`config.mk`:
```
export PLATFORM = sky130hd
export DESIGN_NAME = device2_tx_flat
export DESIGN_NICKNAME = d
export VERILOG_FILES = /design/src/rtl/device2_tx_if.sv /design/src/rtl/device2_tx.sv /design/src/flat_wrapper.sv
export SDC_FILE = /design/constraint.sdc
export NUM_CORES = 1
export LEC_CHECK = 0
export CORE_AREA = 2 2 96 98
export CTS_CLUSTER_SIZE = 30
export DETAILED_ROUTE_END_ITERATION = 6
export DIE_AREA = 0 0 98 100
export GPL_ROUTABILITY_DRIVEN = 0
export HOLD_SLACK_MARGIN = 0.06
export PLACE_DENSITY = 0.75
export SYNTH_ARGS = -nofsm -noshare
export SYNTH_HDL_FRONTEND = slang
export SYNTH_SLANG_ARGS = --single-unit
export TNS_END_PERCENT = 20
```
`constraint.sdc`:
```
create_clock -name clk -period 2 [get_ports clk]
set_input_delay 0.2 -clock clk [delete_from_list [all_inputs] [get_ports clk]]
set_output_delay 0.2 -clock clk [all_outputs]
set_load 0.01 [all_outputs]
```
`src/rtl/device2_tx_if.sv`:
```
// Parallel push side and serial/status side of the device2 two-lane transmitter.
interface device2_tx_if;
    logic [7:0] in1;
    logic [7:0] in2;
    logic       write1;
    logic       write2;
    logic       out1;
    logic       out2;
    logic       valid1;
    logic       valid2;
    logic       almost_full_f1;
    logic       almost_full_f2;
    logic       err1;
    logic       err2;
    logic       active;

    modport master (
        output in1, in2, write1, write2,
        input  out1, out2, valid1, valid2,
        input  almost_full_f1, almost_full_f2, err1, err2, active
    );

    modport slave (
        input  in1, in2, write1, write2,
        output out1, out2, valid1, valid2,
        output almost_full_f1, almost_full_f2, err1, err2, active
    );
endinterface

```
`src/rtl/device2_tx.sv`:
```
// Two-lane byte-aligned serializer: per-lane push FIFO, shared bit counter and
// SYNC/ACTIVE sequencer that sends an idle preamble before any data.
module device2_tx #(
    parameter int unsigned FIFO_DEPTH     = 4,
    parameter int unsigned ALMOST_FULL_TH = 3,
    parameter logic [7:0]  IDLE_BYTE      = 8'hBC,
    parameter int unsigned SYNC_BYTES     = 4
) (
    input  logic         clk,
    input  logic         reset,
    device2_tx_if.slave  bus
);
    localparam int unsigned PTR_W  = $clog2(FIFO_DEPTH);
    localparam int unsigned CNT_W  = $clog2(FIFO_DEPTH + 1);
    localparam int unsigned SYNC_W = $clog2(SYNC_BYTES + 1);

    localparam logic [CNT_W-1:0]  CNT_FULL  = CNT_W'(FIFO_DEPTH);
    localparam logic [CNT_W-1:0]  CNT_AF    = CNT_W'(ALMOST_FULL_TH);
    localparam logic [CNT_W-1:0]  CNT_ONE   = CNT_W'(1);
    localparam logic [CNT_W-1:0]  CNT_ZERO  = CNT_W'(0);
    localparam logic [PTR_W-1:0]  PTR_ONE   = PTR_W'(1);
    localparam logic [SYNC_W-1:0] SYNC_LAST = SYNC_W'(SYNC_BYTES);
    localparam logic [SYNC_W-1:0] SYNC_ONE  = SYNC_W'(1);

    typedef enum logic [0:0] {
        ST_SYNC   = 1'b0,
        ST_ACTIVE = 1'b1
    } state_t;

    state_t              r_state;
    state_t              w_state_next;
    logic [2:0]          r_bit_cnt;
    logic [SYNC_W-1:0]   r_sync_cnt;
    logic                r_active;
    logic                w_boundary;
    logic                w_sync_load;
    logic                w_load_data;

    logic [7:0]          w_in  [2];
    logic [1:0]          w_wr;
    logic [1:0]          w_out;
    logic [1:0]          w_valid;
    logic [1:0]          w_af;
    logic [1:0]          w_err;

    assign w_in[0]    = bus.in1;
    assign w_in[1]    = bus.in2;
    assign w_wr       = {bus.write2, bus.write1};
    assign w_boundary = (r_bit_cnt == 3'd7);

    // Sequencer state register.
    always_ff @(posedge clk or negedge reset) begin
        if (!reset) begin
            r_state <= ST_SYNC;
        end else begin
            r_state <= w_state_next;
        end
    end

    // Sequencer next state: leave SYNC on the boundary after the last idle byte.
    always_comb begin
        w_state_next = r_state;
        case (r_state)
            ST_SYNC: begin
                if (w_boundary && (r_sync_cnt == SYNC_LAST)) begin
                    w_state_next = ST_ACTIVE;
                end else begin
                    w_state_next = ST_SYNC;
                end
            end
            ST_ACTIVE: w_state_next = ST_ACTIVE;
            default:   w_state_next = ST_SYNC;
        endcase
    end

    // Sequencer outputs: the exiting SYNC boundary already performs a data load.
    always_comb begin
        w_sync_load = 1'b0;
        w_load_data = 1'b0;
        case (r_state)
            ST_SYNC: begin
                if (w_boundary) begin
                    if (r_sync_cnt == SYNC_LAST) begin
                        w_load_data = 1'b1;
                    end else begin
                        w_sync_load = 1'b1;
                    end
                end else begin
                    w_sync_load = 1'b0;
                    w_load_data = 1'b0;
                end
            end
            ST_ACTIVE: w_load_data = w_boundary;
            default: begin
                w_sync_load = 1'b0;
                w_load_data = 1'b0;
            end
        endcase
    end

    // Shared bit counter, preamble counter and active flag.
    always_ff @(posedge clk or negedge reset) begin
        if (!reset) begin
            r_bit_cnt  <= 3'd7;
            r_sync_cnt <= {SYNC_W{1'b0}};
            r_active   <= 1'b0;
        end else begin
            r_bit_cnt <= w_boundary ? 3'd0 : (r_bit_cnt + 3'd1);
            if (w_sync_load) begin
                r_sync_cnt <= r_sync_cnt + SYNC_ONE;
            end
            if (w_load_data) begin
                r_active <= 1'b1;
            end
        end
    end

    for (genvar g = 0; g < 2; g++) begin : g_lane
        logic [7:0]       r_mem [FIFO_DEPTH];
        logic [PTR_W-1:0] r_wr_ptr;
        logic [PTR_W-1:0] r_rd_ptr;
        logic [CNT_W-1:0] r_count;
        logic [CNT_W-1:0] w_count_next;
        logic             w_full;
        logic             w_empty;
        logic             w_push;
        logic             w_pop;
        logic [7:0]       r_shift;
        logic             r_valid;
        logic             r_af;
        logic             r_err;

        // Push/pop decisions use the pre-edge count, so a full FIFO drops even while popping.
        always_comb begin
            w_full  = (r_count == CNT_FULL);
            w_empty = (r_count == CNT_ZERO);
            w_push  = w_wr[g] & ~w_full;
            w_pop   = w_load_data & ~w_empty;
            if (w_push && !w_pop) begin
                w_count_next = r_count + CNT_ONE;
            end else if (w_pop && !w_push) begin
                w_count_next = r_count - CNT_ONE;
            end else begin
                w_count_next = r_count;
            end
        end

        // FIFO storage; contents are discarded on reset through the pointers.
        always_ff @(posedge clk) begin
            if (w_push) begin
                r_mem[r_wr_ptr] <= w_in[g];
            end
        end

        // FIFO pointers, occupancy and status flags.
        always_ff @(posedge clk or negedge reset) begin
            if (!reset) begin
                r_wr_ptr <= {PTR_W{1'b0}};
                r_rd_ptr <= {PTR_W{1'b0}};
                r_count  <= CNT_ZERO;
                r_af     <= 1'b0;
                r_err    <= 1'b0;
            end else begin
                if (w_push) begin
                    r_wr_ptr <= r_wr_ptr + PTR_ONE;
                end
                if (w_pop) begin
                    r_rd_ptr <= r_rd_ptr + PTR_ONE;
                end
                r_count <= w_count_next;
                r_af    <= (w_count_next >= CNT_AF);
                if (w_wr[g] && w_full) begin
                    r_err <= 1'b1;
                end
            end
        end

        // Serializer: load at byte boundaries, shift MSB-first otherwise.
        always_ff @(posedge clk or negedge reset) begin
            if (!reset) begin
                r_shift <= 8'h00;
                r_valid <= 1'b0;
            end else if (w_boundary) begin
                if (w_pop) begin
                    r_shift <= r_mem[r_rd_ptr];
                    r_valid <= 1'b1;
                end else begin
                    r_shift <= IDLE_BYTE;
                    r_valid <= 1'b0;
                end
            end else begin
                r_shift <= {r_shift[6:0], 1'b0};
            end
        end

        assign w_out[g]   = r_shift[7];
        assign w_valid[g] = r_valid;
        assign w_af[g]    = r_af;
        assign w_err[g]   = r_err;
    end

    assign bus.out1           = w_out[0];
    assign bus.out2           = w_out[1];
    assign bus.valid1         = w_valid[0];
    assign bus.valid2         = w_valid[1];
    assign bus.almost_full_f1 = w_af[0];
    assign bus.almost_full_f2 = w_af[1];
    assign bus.err1           = w_err[0];
    assign bus.err2           = w_err[1];
    assign bus.active         = r_active;
endmodule

```
`src/flat_wrapper.sv`:
```
// flat-port wrapper written by rule: the top's interface ports become plain ports
module device2_tx_flat 
#(
    parameter int unsigned FIFO_DEPTH     = 4,
    parameter int unsigned ALMOST_FULL_TH = 3,
    parameter logic [7:0]  IDLE_BYTE      = 8'hBC,
    parameter int unsigned SYNC_BYTES     = 4
)
  (clk, reset, bus_in1, bus_in2, bus_write1, bus_write2, bus_out1, bus_out2, bus_valid1, bus_valid2, bus_almost_full_f1, bus_almost_full_f2, bus_err1, bus_err2, bus_active);
  device2_tx_if bus_i ();
  input  logic clk;
  input  logic reset;
  input wire logic [$bits(bus_i.in1)-1:0] bus_in1;
  input wire logic [$bits(bus_i.in2)-1:0] bus_in2;
  input wire logic [$bits(bus_i.write1)-1:0] bus_write1;
  input wire logic [$bits(bus_i.write2)-1:0] bus_write2;
  output wire logic [$bits(bus_i.out1)-1:0] bus_out1;
  output wire logic [$bits(bus_i.out2)-1:0] bus_out2;
  output wire logic [$bits(bus_i.valid1)-1:0] bus_valid1;
  output wire logic [$bits(bus_i.valid2)-1:0] bus_valid2;
  output wire logic [$bits(bus_i.almost_full_f1)-1:0] bus_almost_full_f1;
  output wire logic [$bits(bus_i.almost_full_f2)-1:0] bus_almost_full_f2;
  output wire logic [$bits(bus_i.err1)-1:0] bus_err1;
  output wire logic [$bits(bus_i.err2)-1:0] bus_err2;
  output wire logic [$bits(bus_i.active)-1:0] bus_active;
  assign bus_i.in1 = bus_in1;
  assign bus_i.in2 = bus_in2;
  assign bus_i.write1 = bus_write1;
  assign bus_i.write2 = bus_write2;
  assign bus_out1 = bus_i.out1;
  assign bus_out2 = bus_i.out2;
  assign bus_valid1 = bus_i.valid1;
  assign bus_valid2 = bus_i.valid2;
  assign bus_almost_full_f1 = bus_i.almost_full_f1;
  assign bus_almost_full_f2 = bus_i.almost_full_f2;
  assign bus_err1 = bus_i.err1;
  assign bus_err2 = bus_i.err2;
  assign bus_active = bus_i.active;
  device2_tx #(.FIFO_DEPTH(FIFO_DEPTH), .ALMOST_FULL_TH(ALMOST_FULL_TH), .IDLE_BYTE(IDLE_BYTE), .SYNC_BYTES(SYNC_BYTES)) u_core (.clk(clk), .reset(reset), .bus(bus_i));
endmodule
```
==> results list <==
* Headroom to the max-slew limit: 0.639
* Clock Tree Root: clkbuf_8
- The startpoint identified for the worst register-to-register timing path is u_core.r_bit_cnt[0].
* Number of port buffers: 28
- The biggest area contributor in the post-synthesis netlist is edfxtp_1.
- RSZ-0062 raised after global routing: yes
* Met3 layer usage reported by global route: 0.0320
- Biggest fanout along the worst timing path: 4
* Outcome: complete, but fails checks
- Wires add up to 7710 um.
- Share of the clock period used by the worst path after layout: 1.00
* Remaining design rule violation count: 0
- Signal arrival time at the worst endpoint: 2.25 ns
- The H-tree was split into 3 levels.
- Final Max Tran Viols: 0
- Final core area utilization: 0.614
* Met2 Use GR: 0.276
- Timing would allow up to 0.499 GHz.
- After layout, the design draws a total of 6.34 mW.
- Synth unique cells: 46
- Largest net degree at the start of global routing: 35
- Critical Path End Type: register
* IR Drop Worst-Case VDD: 476 uV
- Routed wire per std cell: 16.0 um
- Final Hold Violating Endpoints: 0
* Post-Route Hold Slack: 0.349 ns
- In this run, placement finished with an instance count of 463.
- Kind of critical path: register to register
- In this run the cell area of the synthesized design comes to 0.00458 mm2.
* Number of vias after detailed routing: 2629
- Synthesized instance count: 310
- The layout has 664 filler cells.
- The share of total power dissipated in sequential elements is 0.511.
- The first global-routing pass estimated 13300 um of wire.
* Finished Layout Cells: 482
- The total overflow left after global routing is 0.
- Growth of design area from synthesis to finish: 19.3%
* Failing checks: setup timing
* Origin of the worst setup path: u_core.r_bit_cnt[0]
- Register clock-pin slew on the reported worst setup and hold paths: 0.11 ns
- The internal power of the cells totals 4.40 mW.
- For this configuration, the core starts out at a cell density of 0.515.
* Final TNS setup: -0.00555 ns
- Number of global-route vias before repair: 2724
* Logic gate share of total power: 0.293
* Clock network fraction of design power: 0.196
- Length of the first detailed-routing pass in iterations: 4
* Clock tree from TritonCTS: yes
* Power density over the cells: 1160 mW/mm2
- Across every metal layer, demand over resource in global routing totals 0.173.
* Net switching share of the total power: 0.306
- Total nets after synthesis: 349
* Global Route met1 Usage: 0.246
- In the post-synthesis netlist, the cell with the most instances is edfxtp_1.
- Share of cells above drive strength 1: 0.221
* Antenna violations before repair: 0
- Core ar.: 0.00889 mm2
- Ant diodes: 0
* Yosys reg bits: 108
- Die Y: 100 um
- The Yosys step of the flow raised 0 warnings.
- Type of the worst min-delay path: primary input to async pin
- Post-synthesis sequential area ratio: 0.661
- Setup violations remaining at the end of the flow were counted as 1.
- At the worst endpoint, the required time is 2.24 ns.
- Number of buffers created by CTS: 9
* Final clock skew: 0.0134 ns
- In this run, synthesis inferred 64 flip-flops with an integrated enable.
* Register-to-Register Path Depth: 7
- I/O pins: 29
* TritonCTS Sinks: 108
- Of all flip-flops after synthesis, the portion carrying an async set or reset was 0.407.
- Die Area: 0.00980 mm2
* Lkg Pwr: 2.09 nW
* Final layout net count: 405
- Measured along the x axis, the die boundary spans 98 um.
- Startpoint type of the worst setup path: register
* Share of Yosys cell area claimed by the top area cell type: 0.420
* Number of design-rule violations left by the first detailed-router iteration: 133
- Max-cap check violation count: 0
* Leading cell types by total area after synthesis: edfxtp_1 (42%), dfrtp_1 (22%), mux4_2 (7.9%)
- Global-route layer with the greatest usage: met2
* Post-synthesis average cell area: 14.8 um2
* Switching pwr: 1.94 mW
- Final worst setup slack: -0.00555 ns
- Using the TritonRoute via totals, the vias-per-cell ratio works out to 5.45.
- In the synthesized netlist, the cells that appear most often are edfxtp_1 (64), dfrtp_1 (41), nor2_1 (30).
* Worst-case clock buffer depth: 2
- After floorplanning, the core was divided into 35 placement rows.
* Most frequently used flop master after synthesis: edfxtp_1
* Clock network latency to the later pin of the worst-skew pair: 0.36 ns
- The wire-length estimate of the detail-placed layout is 5250 um.
- Once detail routing completed, the nets flagged for antenna violations numbered 0.
* Post-route minimum period: 2.01 ns
- For the pin with the worst max-slew slack, the measured transition is 0.542 ns.
## power groups by stage
stage | combinational, mW | clock (mW) | sequential (mW)
final | 1.86 | 1.24 | 3.24
after CTS | 1.87 | 1.27 | 3.25
after floorplan | 1.21 | 0 | 3.19
after global routing | 2.07 | 1.35 | 3.31
after global placement | 1.80 | 0 | 3.27
after detailed placement | 1.85 | 0 | 3.30
## critical path: stages (launching register included)
cell and delay, ns:
dfstp_2 0.57, ha_4 0.15, ha_4 0.13, and4b_4 0.27, nor2_4 0.05, a21o_1 0.15, a221o_1 0.31, a311o_1 0.27
## final cells by class
type,count,area (um2),area share
clock buffer,10,128,0.0234
sequential,108,3030,0.555
inverter,15,56.3,0.0103
multi-input combinational,175,1490,0.274
tap,111,139,0.0254
clock inverter,6,56.3,0.0103
timing repair buffer,57,558,0.102
## routing by layer
| metal | part of all wire | vias to the layer above | wire length (um) |
|---|---|---|---|
| met2 | 0.49 | 45 | 3780 |
| met4 | 0.012 | 0 | 93 |
| met5 | 0 | - | 0 |
| li1 | - | 1254 | - |
| met3 | 0.026 | 7 | 200 |
| met1 | 0.47 | 1323 | 3640 |
## placed cells by master, fill, tap and decap left out, types with 3 or more instances in the layout
| master | instances |
|---|---|
| nand2_1 | 10 |
| buf_4 | 23 |
| xnor2_1 | 9 |
| nor2b_1 | 7 |
| inv_1 | 15 |
| and2_1 | 4 |
| mux2_2 | 4 |
| dfrtp_1 | 41 |
| buf_12 | 5 |
| o21ai_0 | 9 |
| mux4_2 | 16 |
| and3_1 | 6 |
| nor2_1 | 29 |
| clkdlybuf4s50_1 | 27 |
| nand3_1 | 5 |
| clkinv_4 | 3 |
| edfxtp_1 | 64 |
| a21oi_1 | 17 |
| dfstp_2 | 3 |
| ha_1 | 17 |
| a31o_2 | 3 |
| clkbuf_8 | 9 |
## registers in the layout, summed over array words and instances (netlist names)
name and cells:
u_core.g_lane.r_count 6, u_core.bus.active 1, u_core.r_sync_cnt 3, u_core.bus.err1 1
u_core.bus.err2 1, u_core.bus.valid1 1, u_core.g_lane.r_rd_ptr 4, u_core.g_lane.r_wr_ptr 4
u_core.r_bit_cnt 3, u_core.bus.valid2 1, u_core.bus.almost_full_f1 1, u_core.r_state 1
u_core.bus.almost_full_f2 1, u_core.g_lane.r_mem 64, u_core.g_lane.r_shift 16
## repair_timing
| item | CTS | global route |
|---|---|---|
| hold buffers | 1 | 0 |
| pin swaps | 6 | 0 |
| setup buffers | 2 | 0 |
| setup endpoints to repair | 3 | 13 |
| resized for setup | 4 | 5 |
| endpoints found under the hold margin | 19 | 0 |
## final timing paths
check / slack, ns / endpoint
worst max-delay path: -0.006 / u_core.bus.almost_full_f2
worst min-delay path: 0.35 / u_core.g_lane[1].r_shift[4]
worst max register to register: -0.006 / u_core.bus.almost_full_f2
worst min register to register: 0.47 / u_core.bus.err1
max in group asynchronous: 1.07 / u_core.g_lane[0].r_shift[6]
min in group clk: 0.47 / u_core.bus.err1
## cell families (layout without fill, tap and decap cells)
logic type	Yosys count	count (layout)	synth area share
AOI/OAI and AO/OA	50	50	0.0719
xor gates and xnor gates	9	9	0.0172
adders and majority gates	19	19	0.0520
buffers and inverters	27	88	0.0238
DFF	108	108	0.661
muxes	21	21	0.0908
and+or+nand+nor	76	76	0.0829
## per-stage QoR
| step | worst slack, ns | area [um2] |
|---|---|---|
| after detailed placement | -0.0717 | 5230 |
| after global routing | -0.0742 | 5460 |
| after CTS | -0.00627 | 5450 |
| after floorplan | -0.0564 | 4610 |
| final | -0.00555 | 5460 |
| after global placement | 0.0249 | 5230 |
(Power assumes the default switching activity.)
